==> config.mk <==
export PLATFORM = sky130hd
export DESIGN_NAME = bcd_chain_counter
export DESIGN_NICKNAME = d
export VERILOG_FILES = /design/src/rtl/bcd_chain_counter.sv
export SDC_FILE = /design/constraint.sdc
export NUM_CORES = 1
export LEC_CHECK = 0
export BUFFER_PORTS_ARGS = -buffer_cell sky130_fd_sc_hd__buf_4
export CORE_MARGIN = 3
export CORE_UTILIZATION = 61
export DETAILED_ROUTE_END_ITERATION = 10
export PLACE_DENSITY = 0.86
export SLEW_MARGIN = 0
export SYNTH_ARGS = -nofsm -noshare
export SYNTH_HDL_FRONTEND = slang
export SYNTH_SLANG_ARGS = --single-unit
==> constraint.sdc <==
create_clock -name clk -period 6.9 [get_ports clk]
set_input_delay 0.345 -clock clk [delete_from_list [all_inputs] [get_ports clk]]
set_output_delay 0.345 -clock clk [all_outputs]
set_load 0.03 [all_outputs]
==> src/rtl/bcd_chain_counter.sv <==
// Multi-digit up/down counter chain with per-digit runtime maximum, parallel load,
// chain wrap pulse and zero detect. Define BCD_CHAIN_SATURATE_EN to saturate countdowns at zero.
module bcd_chain_counter #(
  parameter int DIGITS = 4,
  parameter int WIDTH  = 4
) (
  input  logic                    clk,
  input  logic                    rst,
  input  logic                    en,
  input  logic                    down,
  input  logic                    load,
  input  logic [DIGITS*WIDTH-1:0] load_value,
  input  logic [DIGITS*WIDTH-1:0] max,
  output logic [DIGITS*WIDTH-1:0] count,
  output logic [DIGITS-1:0]       digit_carry,
  output logic                    carry_out,
  output logic                    zero
);

  logic [DIGITS*WIDTH-1:0] r_count;
  logic [DIGITS-1:0]       r_digit_carry;
  logic                    r_carry_out;
  logic                    r_zero;

  logic [DIGITS*WIDTH-1:0] w_clamp;
  logic [DIGITS*WIDTH-1:0] w_next;
  logic [DIGITS-1:0]       w_step;
  logic [DIGITS-1:0]       w_wrap;
  logic                    w_ripple;
  logic                    w_carry_out;
  logic [WIDTH-1:0]        w_dig;
  logic [WIDTH-1:0]        w_max;

  for (genvar g = 0; g < DIGITS; g++) begin : g_clamp
    assign w_clamp[g*WIDTH +: WIDTH] =
      (load_value[g*WIDTH +: WIDTH] > max[g*WIDTH +: WIDTH]) ?
      max[g*WIDTH +: WIDTH] : load_value[g*WIDTH +: WIDTH];
  end

`ifdef BCD_CHAIN_SATURATE_EN
  // Armed when the count reached zero by stepping; the next saturated step consumes it.
  logic r_armed;
  logic w_armed_next;
`endif

  always_comb begin
    // NOTE: every combinational output gets a default first so no latch is inferred.
    w_next      = r_count;
    w_step      = '0;
    w_wrap      = '0;
    w_dig       = '0;
    w_max       = '0;
    w_ripple    = en;
    for (int i = 0; i < DIGITS; i++) begin
      w_dig     = r_count[i*WIDTH +: WIDTH];
      w_max     = max[i*WIDTH +: WIDTH];
      w_step[i] = w_ripple;
      if (w_ripple) begin
        if (!down) begin
          if (w_dig >= w_max) begin
            w_next[i*WIDTH +: WIDTH] = '0;
            w_wrap[i]                = 1'b1;
          end else begin
            w_next[i*WIDTH +: WIDTH] = w_dig + WIDTH'(1);
          end
        end else if (w_dig == '0) begin
          w_next[i*WIDTH +: WIDTH] = w_max;
          w_wrap[i]                = 1'b1;
        end else if (w_dig > w_max) begin
          w_next[i*WIDTH +: WIDTH] = w_max;
        end else begin
          w_next[i*WIDTH +: WIDTH] = w_dig - WIDTH'(1);
        end
      end
      w_ripple = w_wrap[i];
    end
    w_carry_out = w_wrap[DIGITS-1];
`ifdef BCD_CHAIN_SATURATE_EN
    w_armed_next = (w_next == '0);
    if (en && down && (r_count == '0)) begin
      w_next       = r_count;
      w_wrap       = '0;
      w_carry_out  = r_armed;
      w_armed_next = 1'b0;
    end
`endif
  end

  // NOTE: sequential state uses non-blocking assignments so all registers update together.
  always_ff @(posedge clk or negedge rst) begin
    if (!rst) begin
      r_count       <= '0;
      r_digit_carry <= '0;
      r_carry_out   <= 1'b0;
      r_zero        <= 1'b1;
    end else if (load) begin
      r_count       <= w_clamp;
      r_digit_carry <= '0;
      r_carry_out   <= 1'b0;
      r_zero        <= (w_clamp == '0);
    end else if (en) begin
      r_count       <= w_next;
      r_digit_carry <= w_wrap;
      r_carry_out   <= w_carry_out;
      r_zero        <= (w_next == '0);
    end else begin
      r_digit_carry <= '0;
      r_carry_out   <= 1'b0;
    end
  end

`ifdef BCD_CHAIN_SATURATE_EN
  always_ff @(posedge clk or negedge rst) begin
    if (!rst)      r_armed <= 1'b0;
    else if (load) r_armed <= 1'b0;
    else if (en)   r_armed <= w_armed_next;
  end
`endif

  assign count       = r_count;
  assign digit_carry = r_digit_carry;
  assign carry_out   = r_carry_out;
  assign zero        = r_zero;

endmodule

==> results.txt <==
Worst setup SP type = register
IO Count = 59
Via count = 3136
Worst relative slew slack = 61.9%
Met3 Resource Use GR = 4.26%
Total wire length = 8170 um
Syn Area/Cell = 8.30 um^2
Average via count per standard cell = 6.52
Final worst slack = 3.92 ns
Fin Setup TNS = 0 ns
Initial antenna violation count = 0
Max-cap viol count = 0
R2R Path End = zero
Met2 GRT Util = 46.8%
Grt peak-use layer = met2
Area of the die = 0.00580 mm^2
Asr flop ratio synth = 100%
Die Width = 76.2 um
Synthesized instance count = 362
Post-synth top area share = 17.1%
CTS tree = yes
Detail Placement HPWL = 6450 um
First-pass GRT wire length = 13600 um
DRC viols = 0
Vias in the first global route = 2849
Power share of the clock group = 11.3%
First-pass DRT Iterations = 7
Comb pwr share = 63.1%
R2r setup slk = 3.92 ns
Total gr overflow = 0
Worst VDD drop = 0.133 mV
EDFF count, synth = 0
Yosys cell types = 77
Final hold slack = 0.398 ns
Clk_lat worst skew = 0.27 ns
Critical Path Sink = zero
Final ANT Viol Nets = 0
Reg2Reg Depth = 10
Final instance area = 0.00351 mm^2
Setup Slack @ Placement = 4.00 ns
Synth Register Bits = 21
Skew final = 0.00293 ns
Register area share after synthesis = 17.5%
Total Nets Final = 495
Met1 usage = 37.1%
Worst EP arrival = 3.15 ns
DP Area = 0.00346 mm^2
Sw Share = 48.4%
Ys flop type = dfrtp_1
Sequential share of power = 25.6%
Crit share post-route = 43.1%
Internal = 0.379 mW
Syn Nets = 440
Initial drt markers = 429
Critical Path RT = 7.08 ns
Pin count of the biggest net entering global routing = 31
Worst-path maximum fanout = 7
Routability cong. = 0.951
CTS Buffer Depth = 2
All-Layer GR Usage = 27.8%
Clk sinks = 21
P_sw = 0.355 mW
Final Hold Violating Endpoints = 0
Initial Util = 65.8%
Leak pwr = 1.64 nW
Antenna cells = 0
Slew @ Worst Pin = 0.567 ns
Crit path from = count[0]
Final setup fails = 0
Num CTS Buffers = 3
Synth-to-Final Area Change = 16.9%
Layout cells sized above 1 = 21.2%
CP endpoint kind = register
Outcome = finished clean
CTS Root Cell = clkbuf_8
RSZ-0062 raised after global routing = false
Core area = 0.00456 mm^2
Min Tclk post-route = 2.98 ns
Post_cts resized = 0
Wire per inst = 17.0 um
Area contributors post-synth = ha_1, dfrtp_1, mux2i_1, o21ai_0, inv_1
Max Fclk = 336 MHz
Port Buf Inserts = 58
Die Y = 76.2 um
Max-slew violation count = 0
Util after Layout = 76.9%
Pwr dens = 209 mW/mm^2
Crit path kind = reg -> reg
Rows = 24
Yosys warnings = 0
FF-to-FF Start = count[0]
Syn Std Cell Area = 0.00300 mm^2
Area leader, netlist = ha_1
# H-tree levels = 1
Hold Crit Class = in -> reg
Reg clk slew, reported paths = 0.08 ns
## cells in the mapped netlist (2+ instances only)
cell       number
nor4_1          9
o21a_1         10
a21oi_1        21
a2111oi_4       2
xnor2_1         5
o211ai_1        3
clkbuf_1        4
dfrtp_1        20
nor2b_1         8
or3_1           3
and4_1          2
buf_6           2
o221ai_1        4
nand3_1         5
a32oi_1         2
o21ai_0        27
ha_1           41
mux2i_1        19
a22oi_1         2
a221oi_1        2
a21o_1          2
o22ai_1         3
a211oi_1        2
nand4b_1        2
nand2_1        27
o21ai_1         6
nor3_1          5
mux2_2          4
a31oi_1         4
nor2_1         23
o31ai_1         2
or3b_4          2
xor2_1          4
inv_1          30
nand4_1         8
nor3b_1         3
and2_1          3
a21boi_1        2
## power groups by stage
stage	Combinational [mW]	Clock (mW)	Sequential, mW
final	0.463	0.0831	0.188
after floorplan	0.299	0	0.213
after global placement	0.441	0	0.188
after global routing	0.506	0.0873	0.193
after CTS	0.458	0.0812	0.186
after detailed placement	0.453	0	0.189
## worst min-delay path by stage
stage | cells past startpoint | endpoint | from | slack [ns]
6_report | 3 | count[13] | load_value[13] | 0.40
5_1_grt | 3 | count[6] | load_value[6] | 0.43
4_1_cts | 3 | count[13] | load_value[13] | 0.40
3_5_place_dp | 1 | count[12] | rst | 0.24
3_3_place_gp | 1 | count[13] | rst | 0.24
2_1_floorplan | 0 | carry_out | rst | 0.05
## worst max-delay path, cell delays in order, from the launching register on
cell       delay, ns
dfrtp_1         0.45
inv_1           0.15
ha_1            0.29
and4_2          0.26
a2111oi_4       0.36
a21bo_4         0.27
nor4_1          0.07
a311oi_1        0.35
nand2_1         0.09
or3_1           0.33
o31ai_1         0.25
## layer usage
layer | share of wire, % | wire length [um]
met5 | 0 | 0
met4 | 2.4 | 194
met3 | 8.2 | 668
met2 | 48 | 3890
met1 | 42 | 3410
## what timing repair did
action / in CTS / in global routing
hold buffers: 1 / 0
buffers inserted: 0 / 0
endpoints found under the hold margin: 20 / 0
## per-stage QoR
| step | instances | total power, mW |
|---|---|---|
| 5_1_grt | 481 | 0.785 |
| 3_3_place_gp | 476 | 0.629 |
| 6_report | 481 | 0.734 |
| 2_1_floorplan | 362 | 0.512 |
| 4_1_cts | 481 | 0.725 |
| 3_5_place_dp | 476 | 0.641 |
## layout by cell type, fill, tap and decap left out, types with 3 or more instances in the layout
cell type  instances
nor2_1            23
o22ai_1            3
o21ai_1            6
ha_1              41
mux2_2             4
or3_1              3
o21a_1            10
xnor2_1            5
and2_1             3
o211ai_1           3
nand4_1            8
a21oi_1           21
mux2i_1           19
dfrtp_1           20
clkbuf_8           3
nor2b_1            8
nor3b_1            3
nor4_1             9
nor3_1             5
o221ai_1           4
a31oi_1            4
nand2_1           27
buf_4             58
o21ai_0           27
xor2_1             4
nand3_1            5
inv_1             30
## registers in the layout, summed over array words and instances (netlist names)
register     count
carry_out        1
count           16
digit_carry      3
zero             1
## cell families (layout without fill, tap and decap cells)
logic type	Yosys count	after routing	share of synthesized area [%]
and+or+nand+nor	111	111	20.3
xor gates and xnor gates	9	9	2.62
buffers and inverters	40	94	6.00
adders and majority gates	41	41	17.1
AOI/OAI and AO/OA	117	117	28.7
muxes	23	23	7.83
DFF	21	21	17.5
## layout make-up
| class | instances | area, um^2 |
|---|---|---|
| clock buffer | 4 | 45.0 |
| multi-input combinational | 301 | 2300 |
| fill | 368 | 1050 |
| tap | 65 | 81.3 |
| timing repair buffer | 59 | 445 |
| inverter | 31 | 116 |
| sequential | 21 | 527 |
No activity file was read; power rests on OpenSTA's default activity.
